## src/rtl/level2pulse.sv

```systemverilog
`timescale 1ns/1ps
`default_nettype none
// ============================================================================
// Module   : level2pulse
// Purpose  : Converts a level input into one-cycle start/stop pulses on
//            debounced rising/falling edges. A level change is accepted only
//            after FILTER_CYCLES consecutive identical samples. The number of
//            cycles the filtered level spent high is reported with each stop.
// Revision : 1.0 - initial release
// ----------------------------------------------------------------------------
// Parameters
//   FILTER_CYCLES : consecutive stable samples needed to accept a change (>=1)
//   LEN_W         : width of the high-duration counter hi_len
// Ports
//   clk        in   1      clock, all logic on rising edge
//   rst        in   1      synchronous reset, active-high
//   level_in   in   1      raw level input
//   start      out  1      one-cycle pulse, filtered level went 0->1
//   stop       out  1      one-cycle pulse, filtered level went 1->0
//   level_f    out  1      filtered (debounced) level
//   hi_len     out  LEN_W  cycles level_f was high, updated with stop
//   hi_len_vld out  1      one-cycle pulse, coincident with stop
// Build option
//   SYNC2_EN : when defined, level_in passes through a 2-flop synchroniser
//              (reset to 0) before the filter; all latencies grow by 2 cycles
//              and level_in may be asynchronous to clk.
// ============================================================================
module level2pulse #(
  parameter int FILTER_CYCLES = 3,
  parameter int LEN_W         = 8
) (
  input  logic             clk,
  input  logic             rst,
  input  logic             level_in,
  output logic             start,
  output logic             stop,
  output logic             level_f,
  output logic [LEN_W-1:0] hi_len,
  output logic             hi_len_vld
);

  // qcnt must be able to hold FILTER_CYCLES itself
  localparam int             QW        = (FILTER_CYCLES > 1) ? $clog2(FILTER_CYCLES + 1) : 1;
  localparam logic [QW-1:0]  C_QMAX    = QW'(FILTER_CYCLES);
  localparam logic [LEN_W-1:0] C_RUN_MAX = '1;

  typedef enum logic [1:0] {
    LOW_STABLE  = 2'd0,
    QUAL_HIGH   = 2'd1,
    HIGH_STABLE = 2'd2,
    QUAL_LOW    = 2'd3
  } state_t;

  // --------------------------------------------------------------------------
  // Input sample
  // --------------------------------------------------------------------------
  logic sample;

`ifdef SYNC2_EN
  logic sync1_q;
  logic sync2_q;

  always_ff @(posedge clk) begin
    if (rst) begin
      sync1_q <= 1'b0;
      sync2_q <= 1'b0;
    end else begin
      sync1_q <= level_in;
      sync2_q <= sync1_q;
    end
  end

  assign sample = sync2_q;
`else
  assign sample = level_in;
`endif

  // --------------------------------------------------------------------------
  // Filter FSM
  // --------------------------------------------------------------------------
  state_t           state_q,      state_d;
  logic [QW-1:0]    qcnt_q,       qcnt_d;
  logic [LEN_W-1:0] run_q,        run_d;
  logic             level_f_q,    level_f_d;
  logic             start_q,      start_d;
  logic             stop_q,       stop_d;
  logic [LEN_W-1:0] hi_len_q,     hi_len_d;
  logic             hi_len_vld_q, hi_len_vld_d;

  logic [QW-1:0]    qcnt_inc;
  logic [LEN_W-1:0] run_inc;

  assign qcnt_inc = qcnt_q + QW'(1);
  assign run_inc  = (run_q == C_RUN_MAX) ? run_q : run_q + LEN_W'(1);

  always_comb begin
    state_d      = state_q;
    qcnt_d       = qcnt_q;
    run_d        = run_q;
    level_f_d    = level_f_q;
    start_d      = 1'b0;
    stop_d       = 1'b0;
    hi_len_d     = hi_len_q;
    hi_len_vld_d = 1'b0;

    case (state_q)
      LOW_STABLE: begin
        if (sample) begin
          if (FILTER_CYCLES == 1) begin
            state_d   = HIGH_STABLE;
            level_f_d = 1'b1;
            start_d   = 1'b1;
            run_d     = LEN_W'(1);
          end else begin
            state_d = QUAL_HIGH;
            qcnt_d  = QW'(1);
          end
        end
      end

      QUAL_HIGH: begin
        if (!sample) begin
          state_d = LOW_STABLE;
          qcnt_d  = '0;
        end else if (qcnt_inc == C_QMAX) begin
          state_d   = HIGH_STABLE;
          qcnt_d    = '0;
          level_f_d = 1'b1;
          start_d   = 1'b1;
          run_d     = LEN_W'(1);
        end else begin
          qcnt_d = qcnt_inc;
        end
      end

      HIGH_STABLE: begin
        if (!sample && (FILTER_CYCLES == 1)) begin
          // The fall edge itself is not a high cycle, so report run_q as-is.
          state_d      = LOW_STABLE;
          level_f_d    = 1'b0;
          stop_d       = 1'b1;
          hi_len_vld_d = 1'b1;
          hi_len_d     = run_q;
          run_d        = '0;
        end else begin
          run_d = run_inc;
          if (!sample) begin
            state_d = QUAL_LOW;
            qcnt_d  = QW'(1);
          end
        end
      end

      QUAL_LOW: begin
        if (sample) begin
          // Dip absorbed; the high duration includes the dip cycles.
          state_d = HIGH_STABLE;
          qcnt_d  = '0;
          run_d   = run_inc;
        end else if (qcnt_inc == C_QMAX) begin
          state_d      = LOW_STABLE;
          qcnt_d       = '0;
          level_f_d    = 1'b0;
          stop_d       = 1'b1;
          hi_len_vld_d = 1'b1;
          hi_len_d     = run_q;
          run_d        = '0;
        end else begin
          qcnt_d = qcnt_inc;
          run_d  = run_inc;
        end
      end

      default: begin
        state_d = LOW_STABLE;
      end
    endcase
  end

  always_ff @(posedge clk) begin
    if (rst) begin
      state_q      <= LOW_STABLE;
      qcnt_q       <= '0;
      run_q        <= '0;
      level_f_q    <= 1'b0;
      start_q      <= 1'b0;
      stop_q       <= 1'b0;
      hi_len_q     <= '0;
      hi_len_vld_q <= 1'b0;
    end else begin
      state_q      <= state_d;
      qcnt_q       <= qcnt_d;
      run_q        <= run_d;
      level_f_q    <= level_f_d;
      start_q      <= start_d;
      stop_q       <= stop_d;
      hi_len_q     <= hi_len_d;
      hi_len_vld_q <= hi_len_vld_d;
    end
  end

  assign start      = start_q;
  assign stop       = stop_q;
  assign level_f    = level_f_q;
  assign hi_len     = hi_len_q;
  assign hi_len_vld = hi_len_vld_q;

endmodule
`default_nettype wire
```

## config.mk

```make
export PLATFORM = sky130hd
export DESIGN_NAME = level2pulse
export DESIGN_NICKNAME = d
export VERILOG_FILES = /design/src/rtl/level2pulse.sv
export SDC_FILE = /design/constraint.sdc
export NUM_CORES = 1
export LEC_CHECK = 0
export CORE_UTILIZATION = 55
export CTS_BUF_LIST = sky130_fd_sc_hd__clkbuf_4
export DETAILED_ROUTE_END_ITERATION = 8
export GPL_TIMING_DRIVEN = 1
export PLACE_DENSITY = 0.85
export SYNTH_ARGS = -nofsm -noshare
export SYNTH_HDL_FRONTEND = slang
export SYNTH_SLANG_ARGS = --single-unit
export TNS_END_PERCENT = 30
```

## constraint.sdc

```tcl
create_clock -name clk -period 1.65 [get_ports clk]
set_input_delay 0.2475 -clock clk [delete_from_list [all_inputs] [get_ports clk]]
set_output_delay 0.2475 -clock clk [all_outputs]
set_load 0.05 [all_outputs]
```

## Yosys cells after proc, flatten, opt, wreduce, memory -nomap -nowiden

Cells that the tools add are included.

- Flip-flop bits (word level): 23
- Input port bits: 3
- Output and inout bits: 12
- Word-level logic and storage cells: 59

- Add/subtract/negate cells: 2
- Equal/unequal tests: 13
- Multiplexer cells: 24
- Bitwise operators: 3
- Reduce and logical (&&, ||, !) cells: 10

Operator list:

| operator | number |
|---|---|
| 8-bit two-way mux | 5 |
| 8-bit one-hot mux with 3 select lines | 1 |
| 2-bit two-way mux | 10 |
| 2-bit one-hot mux with 4 select lines | 2 |
| 2-bit inequality test, second input constant | 6 |
| 8-bit by 1-bit adder with 8-bit output, second input constant | 1 |
| 8-bit == test, second input constant | 1 |
| 2-bit == test, second input constant | 3 |
| 3-bit inequality test, second input constant | 2 |
| 3-bit AND reduction | 2 |
| 3-bit OR reduction | 2 |
| 1-bit two-way mux | 5 |
| 5-bit AND reduction | 1 |
| 4-bit AND reduction | 1 |
| 1-bit inverter | 3 |
| 3-bit nonzero test | 1 |
| 2-bit by 1-bit adder with 2-bit output, second input constant | 1 |
| 2-bit by 1-bit == test with 1-bit output, second input constant | 1 |
| 2-bit zero test | 1 |
| 1-bit one-hot mux with 2 select lines | 1 |
| 2-bit AND reduction | 1 |
| 2-bit nonzero test | 1 |

## Depth between registers and ports, before layout

Gate-level depths: netlist of the first run.

- Word-level depth: 5
- Depth in mapped cells: 6
- Depth with buffers taken out: 5

## Worst setup path before layout of the first run

Ideal clock, no wire load.

- Path kind: register to register
- Start point: reg run_q[0]
- End point: reg run_q[3]
- Setup time: 0.070 ns
- Arrival: 1.309 ns
- Required time: 1.580 ns
- Path slack: 0.271 ns
- Stages on the path, launching flop included: 6
- Path buffers: 0
- Period minus slack after synthesis: 1.379 ns
- Path through: dfxtp_1 ha_1 nand4_1 o22ai_4 or3_1 a21oi_1

- Word-level cells in the longest chain between the ends: 5
- Elaborated cells between the ends (all ways): 6
- Those cells by class: 1 x add/sub; 1 x eq/ne; 4 x mux

RTL lines:

| item | RTL line | source |
|---|---|---|
| start: declaration | 83 | `logic [LEN_W-1:0] run_q, run_d;` |
| start signal: assignment | 193 | `run_q <= run_d;` |
| 8-bit by 1-bit adder with 8-bit output / 8-bit == test (equally long branches) | 94 | `assign run_inc = (run_q == C_RUN_MAX) ? run_q : run_q + LEN_W'(1);` |
| 8-bit two-way mux * | 94 |  |
| 8-bit two-way mux | 160 | `end else if (qcnt_inc == C_QMAX) begin` |
| 8-bit two-way mux | 155 | `if (sample) begin` |
| 8-bit one-hot mux with 3 select lines * | 106 | `case (state_q)` |

Every way passes the cells marked *; elsewhere a longest branch is shown, timed or not.
A chain may end at the register's enable or synchronous reset.

## Worst setup path after layout of the first run

- Start point: reg run_q[2]
- End point: reg run_q[7]

Same word-level chain as after synthesis.

==> out/qor.txt, run 1 <==
====================================================================================================
Count of cell types in the netlist                                                                39
Most frequently used cell type in the post-synthesis netlist                                 dfxtp_1
Worst path required time                                                                     1.87 ns
Total number of H-tree levels                                                                      1
Drt via density                                                                                5.699
Combinational group share of total power                                                        5.7%
CTS tree                                                                                         yes
Number of nets still failing antenna checks after routing                                          0
Setup repair after global routing missed its margin                                            false
Fmax achieved                                                                             0.6934 GHz
Post-synth EDFFs                                                                                   0
Count of input and output buffers                                                                 14
Antenna fix cells                                                                                  0
Post-route DRC violation count                                                                     0
Count of warnings emitted by yosys                                                                 0
Netlist Area Pre-Place                                                                      1050 µm²
Fillcell total                                                                                   157
DR pass1 iterations                                                                                4
Die span in y                                                                               45.69 µm
Wire length of the first global-routing pass                                                 3346 µm
Main synth FF type                                                                           dfxtp_1
Final setup violation count                                                                        0
Commonest cells in the synthesized netlist                                              23 x dfxtp_1, 13 x nor2_1, 10 x mux2i_1
Clock net sink count                                                                              23
Pwr dens                                                                                704.0 nW/µm²
Terminus of the critical flop-to-flop path                                                  run_q[7]
Min-Delay Startpoint                                                                         level_f
Slew HR                                                                                       74.29%
Final-stage net count                                                                            136
I/O pin count                                                                                     15
Status                                                                                  finished, final reports clean
Fin. Hold Viols                                                                                    0
Shortest period the worst path allows                                                       1.442 ns
Synthesis-stage register bit count                                                                23
Post-synthesis instance total                                                                    111
Number of DRC violations after detailed-routing iteration 0                                       34
Total negative setup slack                                                                      0 ns
Clock tree buffer depth                                                                            2
Placeable Area                                                                              1764 µm²
Crit. End Element                                                                          flip-flop
Later-pin clock latency in the skew report                                                   0.32 ns
Power Internal                                                                              675.2 µW
Count of max-cap constraint violations                                                             0
Worst min-delay path endpoint                                                                level_f
Total net switching power                                                                   206.5 µW
Final max-slew violation count                                                                     0
Die X-Extent                                                                                45.69 µm
Category of the most critical setup path                                                flip-flop to flip-flop
Clock Tree Root                                                                             clkbuf_4
Ranking of synthesized cells by area                                                    dfxtp_1 44%, mux2i_1 9.5%, nor2_1 4.6%, a21oi_1 2.9%, buf_4 2.9%
Worst hold-check slack                                                                     0.4929 ns
Clock-pin slew reported for the worst setup and hold paths after clock tree synthesis        0.13 ns
Number of global-route vias before repair                                                        759
Startpoint of the most critical register-to-register path                                   run_q[2]
Worst-path maximum fanout                                                                          8
Fraction of power consumed by sequential logic                                                 64.5%
Smallest setup slack after layout                                                          0.2078 ns
Routability congestion estimate from global placement                                         0.8550
Cell leakage power                                                                      0.0005557 µW
Wire length per cell                                                                        13.29 µm
HPWL reported at the end of detailed placement                                               1567 µm
Register-to-Register Path Depth                                                                    4
Syn_nets                                                                                         115
Transition time at the pin with the least slew margin                                      0.3851 ns
Reg-to-reg setup timing slack                                                                0.21 ns
Detailed-route wire length                                                                   2074 µm
Fraction of registers with async set or reset after synthesis                                     0%
DIE AREA                                                                                    2088 µm²
Number of gates given a new drive strength after cts                                               0
Share of Yosys cell area claimed by the top area cell type                                    43.86%
Part of the total power dissipated in the clock network                                        29.8%
Initial Util                                                                                  59.50%
Hold Path Stages                                                                                   2
Total of hold buffers inserted after clock tree synthesis                                          0
Total via count after detailed routing                                                           889
Number of standard-cell rows in the floorplan                                                     15
Portion of the post-synthesis area used by sequential elements                                43.86%
Number of setup buffers added after CTS                                                            0
Initial antenna violation count                                                                    0
Largest net degree at the start of global routing                                                 14
GRT Overall Usage                                                                             22.29%
Switching share of power                                                                      23.42%
Overflow left after global routing                                                                 0
Setup clock skew after layout                                                            0.008384 ns
Fraction of final layout cells with drive strength greater than 1                             22.14%
Number of clock buffers inserted by TritonCTS                                                      3
Worst setup slack after placement                                                        -0.01943 ns
Element type at the critical path start                                                    flip-flop
Hold crit path type                                                                     flip-flop to flip-flop
Worst ir drop on vdd                                                                       0.4042 mV
CP arrival                                                                                   1.67 ns
Growth of design area from synthesis to finish                                                19.31%
Final worst-path cycle share                                                                  87.41%
Cell accounting for the most synthesized area                                                dfxtp_1
Mean Syn Cell Area                                                                         9.457 µm²
====================================================================================================
[state kept, by name, indices dropped and copies added, names as in the netlist, named ones only]
name	flops
hi_len	8
start	1
state_q	1
level_f	1
qcnt_q	2
run_q	8
hi_len_vld	1
[how the worst max path moves through the flow]
stage                         from  slack (ns)  cells after the start       end
final                     run_q[2]        0.21                      4  run_q[7]
after global routing      run_q[2]        0.09                      4  run_q[7]
after CTS                 run_q[1]        0.19                      6  run_q[0]
after detailed placement  level_in       -0.02                      5  run_q[3]
after global placement    level_in        0.03                      5  run_q[3]
after floorplan           run_q[0]        0.27                      5  run_q[3]
[cell families after synthesis]
| kind of cell | after synthesis | synth area share, % |
|---|---|---|
| simple gates | 43 | 22.53 |
| compound gates | 23 | 15.73 |
| flops | 23 | 43.86 |
| mux | 10 | 9.536 |
| buf+inv | 9 | 5.482 |
| xor+xnor | 2 | 1.669 |
| fa+ha+maj | 1 | 1.192 |
[critical path: stages, from the launching register on]
cell     delay, ns
dfxtp_1       0.48
nand3_1       0.14
or2_1         0.28
o21ba_1       0.18
nor4_1        0.26
[placed cells by master, fill, tap and decap left out, types with 4 or more instances in the layout]
cell / instances
nand3_1: 4
nor3_1: 4
dfxtp_1: 23
nor2_1: 13
a21oi_1: 6
nand2_1: 5
o21ai_0: 4
mux2i_1: 10
buf_4: 21
[power groups by stage]
stage | registers, µW | logic, µW | clock network [µW]
after floorplan | 587 | 27.3 | 0
after global placement | 580 | 49.5 | 0
after detailed placement | 581 | 50.8 | 0
after CTS | 569 | 50.9 | 271
after global routing | 570 | 55.8 | 289
final | 569 | 50.6 | 262
[final cells by class]
class | count | area (µm²) | share of cell area [%]
clock inverters | 1 | 5.005 | 0.3996
inverters | 1 | 3.754 | 0.2997
flip-flops and latches | 23 | 460.4 | 36.76
clock buffers | 3 | 22.52 | 1.798
well taps | 25 | 31.28 | 2.498
repair buffers | 24 | 197.7 | 15.78
multi-input cells | 79 | 531.8 | 42.46
[metal layers]
| metal | GRT usage [%] | wire, µm | up-vias |
|---|---|---|---|
| met4 | 8.824 | 40 | 0 |
| met3 | 3.571 | 97 | 5 |
| met5 | 0 | 0 | - |
| li1 | - | - | 441 |
| met2 | 35.14 | 988 | 30 |
| met1 | 30.32 | 947 | 413 |
[stage by stage]
| step | area [µm²] | utilization, % | instances | power [µW] |
|---|---|---|---|---|
| 2_1_floorplan | 1050 | - | 111 | 614.3 |
| 3_3_place_gp | 1225 | 69.43 | 152 | 629.6 |
| 3_5_place_dp | 1225 | 69.43 | 152 | 631.7 |
| 4_1_cts | 1252 | 70.99 | 156 | 890.3 |
| 5_1_grt | 1252 | 70.99 | 156 | 914.9 |
| 6_report | 1252 | 70.99 | 156 | 881.7 |
Power figures use the tool's default switching activity.
==> inputs of run 2 (changes only) <==
==> config.mk (replaced) <==
export PLATFORM = sky130hd
export DESIGN_NAME = level2pulse
export DESIGN_NICKNAME = d
export VERILOG_FILES = /design/src/rtl/level2pulse.sv
export SDC_FILE = /design/constraint.sdc
export NUM_CORES = 1
export LEC_CHECK = 0
export CORE_UTILIZATION = 52
export CTS_BUF_LIST = sky130_fd_sc_hd__clkbuf_16
export DETAILED_ROUTE_END_ITERATION = 8
export GPL_TIMING_DRIVEN = 1
export PLACE_DENSITY = 0.82
export SLEW_MARGIN = 10
export SYNTH_ARGS = -nofsm -noshare
export SYNTH_HDL_FRONTEND = slang
export SYNTH_SLANG_ARGS = --single-unit
export TNS_END_PERCENT = 30
==> run 2 against run 1 <==
First-iteration DRC count fell by 56%. Combinational power rose by 4.0%. Highest routed layer unchanged. Flip-flop and latch count did not move. Critical path type unchanged. Largest power group unchanged.
==> out/qor.txt, run 2 (synthesis gave the netlist of run 1 again) <==
====================================================================================================
Total via count after detailed routing                                                           890   +0.11%
Slowest cell on crit path                                                                    dfxtp_1
Number of gates given a new drive strength after cts                                               0   unchanged
Number of DRC violations after detailed-routing iteration 0                                       15   -56%
Terminus of the critical flop-to-flop path                                                  run_q[5]
CP arrival                                                                                   1.67 ns   about the same
Met3 layer wire length in the routed design                                                    86 µm   -11%
Min-Delay Startpoint                                                                       hi_len[0]
Hold Path Stages                                                                                   2   unchanged
Final-stage net count                                                                            136   unchanged
Routed length on met2                                                                        1082 µm   +9.5%
Clock net sink count                                                                              23   unchanged
DIE AREA                                                                                    2202 µm²   +5.5%
Critical path buffers and inverters                                                                0   unchanged
Setup repair after global routing missed its margin                                            false
Part of the total power dissipated in the clock network                                        45.3%   +15 points
Cell leakage power                                                                      0.0005789 µW   +4.2%
Final setup violation count                                                                        0   unchanged
Die X-Extent                                                                                46.93 µm   +2.7%
Element type at the critical path start                                                    flip-flop
Shortest period the worst path allows                                                       1.486 ns   +0.04344 ns
Worst min-delay path endpoint                                                              hi_len[0]
Number of global-route vias before repair                                                        848   +12%
Clock Tree Root                                                                            clkbuf_16
Smallest setup slack after layout                                                          0.1643 ns   -0.04344 ns
CTS tree                                                                                         yes
Total Power Consumption                                                                      1137 µW   +29%
Total number of H-tree levels                                                                      1   unchanged
Worst-path maximum fanout                                                                          8   unchanged
Placeable Area                                                                              1802 µm²   +2.1%
Pwr dens                                                                                871.1 nW/µm²   +24%
Die span in y                                                                               46.93 µm   +2.7%
HPWL reported at the end of detailed placement                                               1571 µm   +0.21%
Number of nets still failing antenna checks after routing                                          0   unchanged
Later-pin clock latency in the skew report                                                   0.25 ns   -0.07 ns
Final max-slew violation count                                                                     0   unchanged
Worst path required time                                                                     1.83 ns   -0.04 ns
Dominant delay contributor by cell family on the critical path                          simple AND/OR/NAND/NOR gates
Setup clock skew after layout                                                            0.005982 ns   -0.002403 ns
Detailed-route wire length                                                                   2269 µm   +9.4%
Register-to-Register Path Depth                                                                    4   unchanged
Most frequent standard cell in the layout excluding fill and tap cells                       dfxtp_1
Total of hold buffers inserted after clock tree synthesis                                          0   unchanged
Initial Util                                                                                  58.26%   -1.2 points
Length of routed wiring on met1                                                              1025 µm   +8.2%
Total net switching power                                                                   226.9 µW   +9.9%
Growth of design area from synthesis to finish                                                24.31%
Count of max-cap constraint violations                                                             0   unchanged
Status                                                                                  finished, final reports clean
Drt via density                                                                                5.705   +0.11%
Cell area after layout                                                                      1305 µm²   +4.2%
Fraction of final layout cells with drive strength greater than 1                             22.14%   unchanged
Number of standard-cell rows in the floorplan                                                     15   unchanged
Wire length of the first global-routing pass                                                 3677 µm   +9.9%
Fmax achieved                                                                             0.6731 GHz   -2.9%
CP Cell Sequence                                                                        nand3_1 > or2_1 > or3_1 > a21oi_1
Antenna fix cells                                                                                  0   unchanged
Slew HR                                                                                       65.54%   -8.8 points
Power Internal                                                                              909.9 µW   +35%
Count of input and output buffers                                                                 14   unchanged
Most frequent cells in the layout                                                       23 x dfxtp_1, 21 x buf_4, 13 x nor2_1
Number of clock buffers inserted by TritonCTS                                                      3   unchanged
Worst setup slack after placement                                                        -0.04738 ns   -0.02795 ns
Highest metal layer used by the detailed router                                                 met4
Clock-pin slew reported for the worst setup and hold paths after clock tree synthesis        0.06 ns   -0.07 ns
DR pass1 iterations                                                                                4   unchanged
Worst ir drop on vdd                                                                       0.7990 mV   +98%
Number of setup buffers added after CTS                                                            0   unchanged
Startpoint of the most critical register-to-register path                                   run_q[2]
I/O pin count                                                                                     15   unchanged
Crit. End Element                                                                          flip-flop
Initial antenna violation count                                                                    0   unchanged
Combinational group share of total power                                                        4.6%   -1.1 points
Transition time at the pin with the least slew margin                                      0.5162 ns   +0.1311 ns
Routability congestion estimate from global placement                                         0.8124   -5.0%
Hold crit path type                                                                     flip-flop to flip-flop
Overflow left after global routing                                                                 0   unchanged
Wire length per cell                                                                        14.54 µm   +9.4%
Fraction of power consumed by sequential logic                                                 50.1%   -14 points
Post-route DRC violation count                                                                     0   unchanged
Switching share of power                                                                      19.96%   -3.5 points
Reg-to-reg setup timing slack                                                                0.16 ns   -0.04 ns
Final worst-path cycle share                                                                  90.04%   +2.6 points
GRT Overall Usage                                                                             23.93%   +1.6 points
Dpl cell area                                                                               1225 µm²   unchanged
Clock tree buffer depth                                                                            2   unchanged
Category of the most critical setup path                                                flip-flop to flip-flop
Largest net degree at the start of global routing                                                 14   unchanged
Worst path max stage delay                                                                   0.45 ns   -0.03 ns
Fin. Hold Viols                                                                                    0   unchanged
====================================================================================================
## run 2: cell counts in the layout (fill, tap and decap cells not counted)
No cell type changed its count.
## run 2: worst min-delay path, delay by kind of cell, from the launching register on
kind	cells	cell delay [ns]
DFF	1	0.32
and+or+nand+nor	1	0.07
muxes	1	0.07
## run 2: power by group through the flow
stage | combinational [µW] | clock (µW) | sequential [µW]
2_1_floorplan | 27.3 | 0 | 587
3_3_place_gp | 49.6 | 0 | 580
3_5_place_dp | 51.1 | 0 | 581
4_1_cts | 52.5 | 523 | 569
5_1_grt | 56.6 | 543 | 570
6_report | 52.6 | 515 | 569
## run 2: area by class of cell
| cell class | count | area [µm²] |
|---|---|---|
| Inverter | 1 | 3.754 |
| Tap cell | 25 | 31.28 |
| Sequential cell | 23 | 460.4 |
| Timing Repair Buffer | 24 | 197.7 |
| Clock buffer | 3 | 75.07 |
| Fill cell | 144 | 496.7 |
| Multi-Input combinational cell | 79 | 531.8 |
| Clock inverter | 1 | 5.005 |
## run 2: worst max-delay path by stage
stage / from / to / slack (ns) / cells past startpoint
final: run_q[2] / run_q[5] / 0.16 / 4
after global routing: run_q[1] / run_q[0] / 0.07 / 6
after CTS: run_q[2] / run_q[7] / 0.18 / 4
after detailed placement: level_in / run_q[5] / -0.05 / 5
after global placement: level_in / run_q[3] / 0.02 / 5
after floorplan: run_q[0] / run_q[3] / 0.27 / 5
## run 2: stage by stage
step | instances | util (%) | setup TNS, ns | hold WS (ns)
2_1_floorplan | 111 | - | 0 | 0.4645
3_3_place_gp | 152 | 67.99 | 0 | 0.4746
3_5_place_dp | 152 | 67.99 | -0.06167 | 0.4874
4_1_cts | 156 | 72.43 | 0 | 0.5021
5_1_grt | 156 | 72.43 | 0 | 0.5243
6_report | 156 | 72.43 | 0 | 0.4939
## run 2: layer usage
layer / vias to the layer above / global-route usage [%]
met5: - / 0
met4: 0 / 14.86
met3: 7 / 2.692
met2: 25 / 38.61
met1: 419 / 30.50
li1: 439 / -
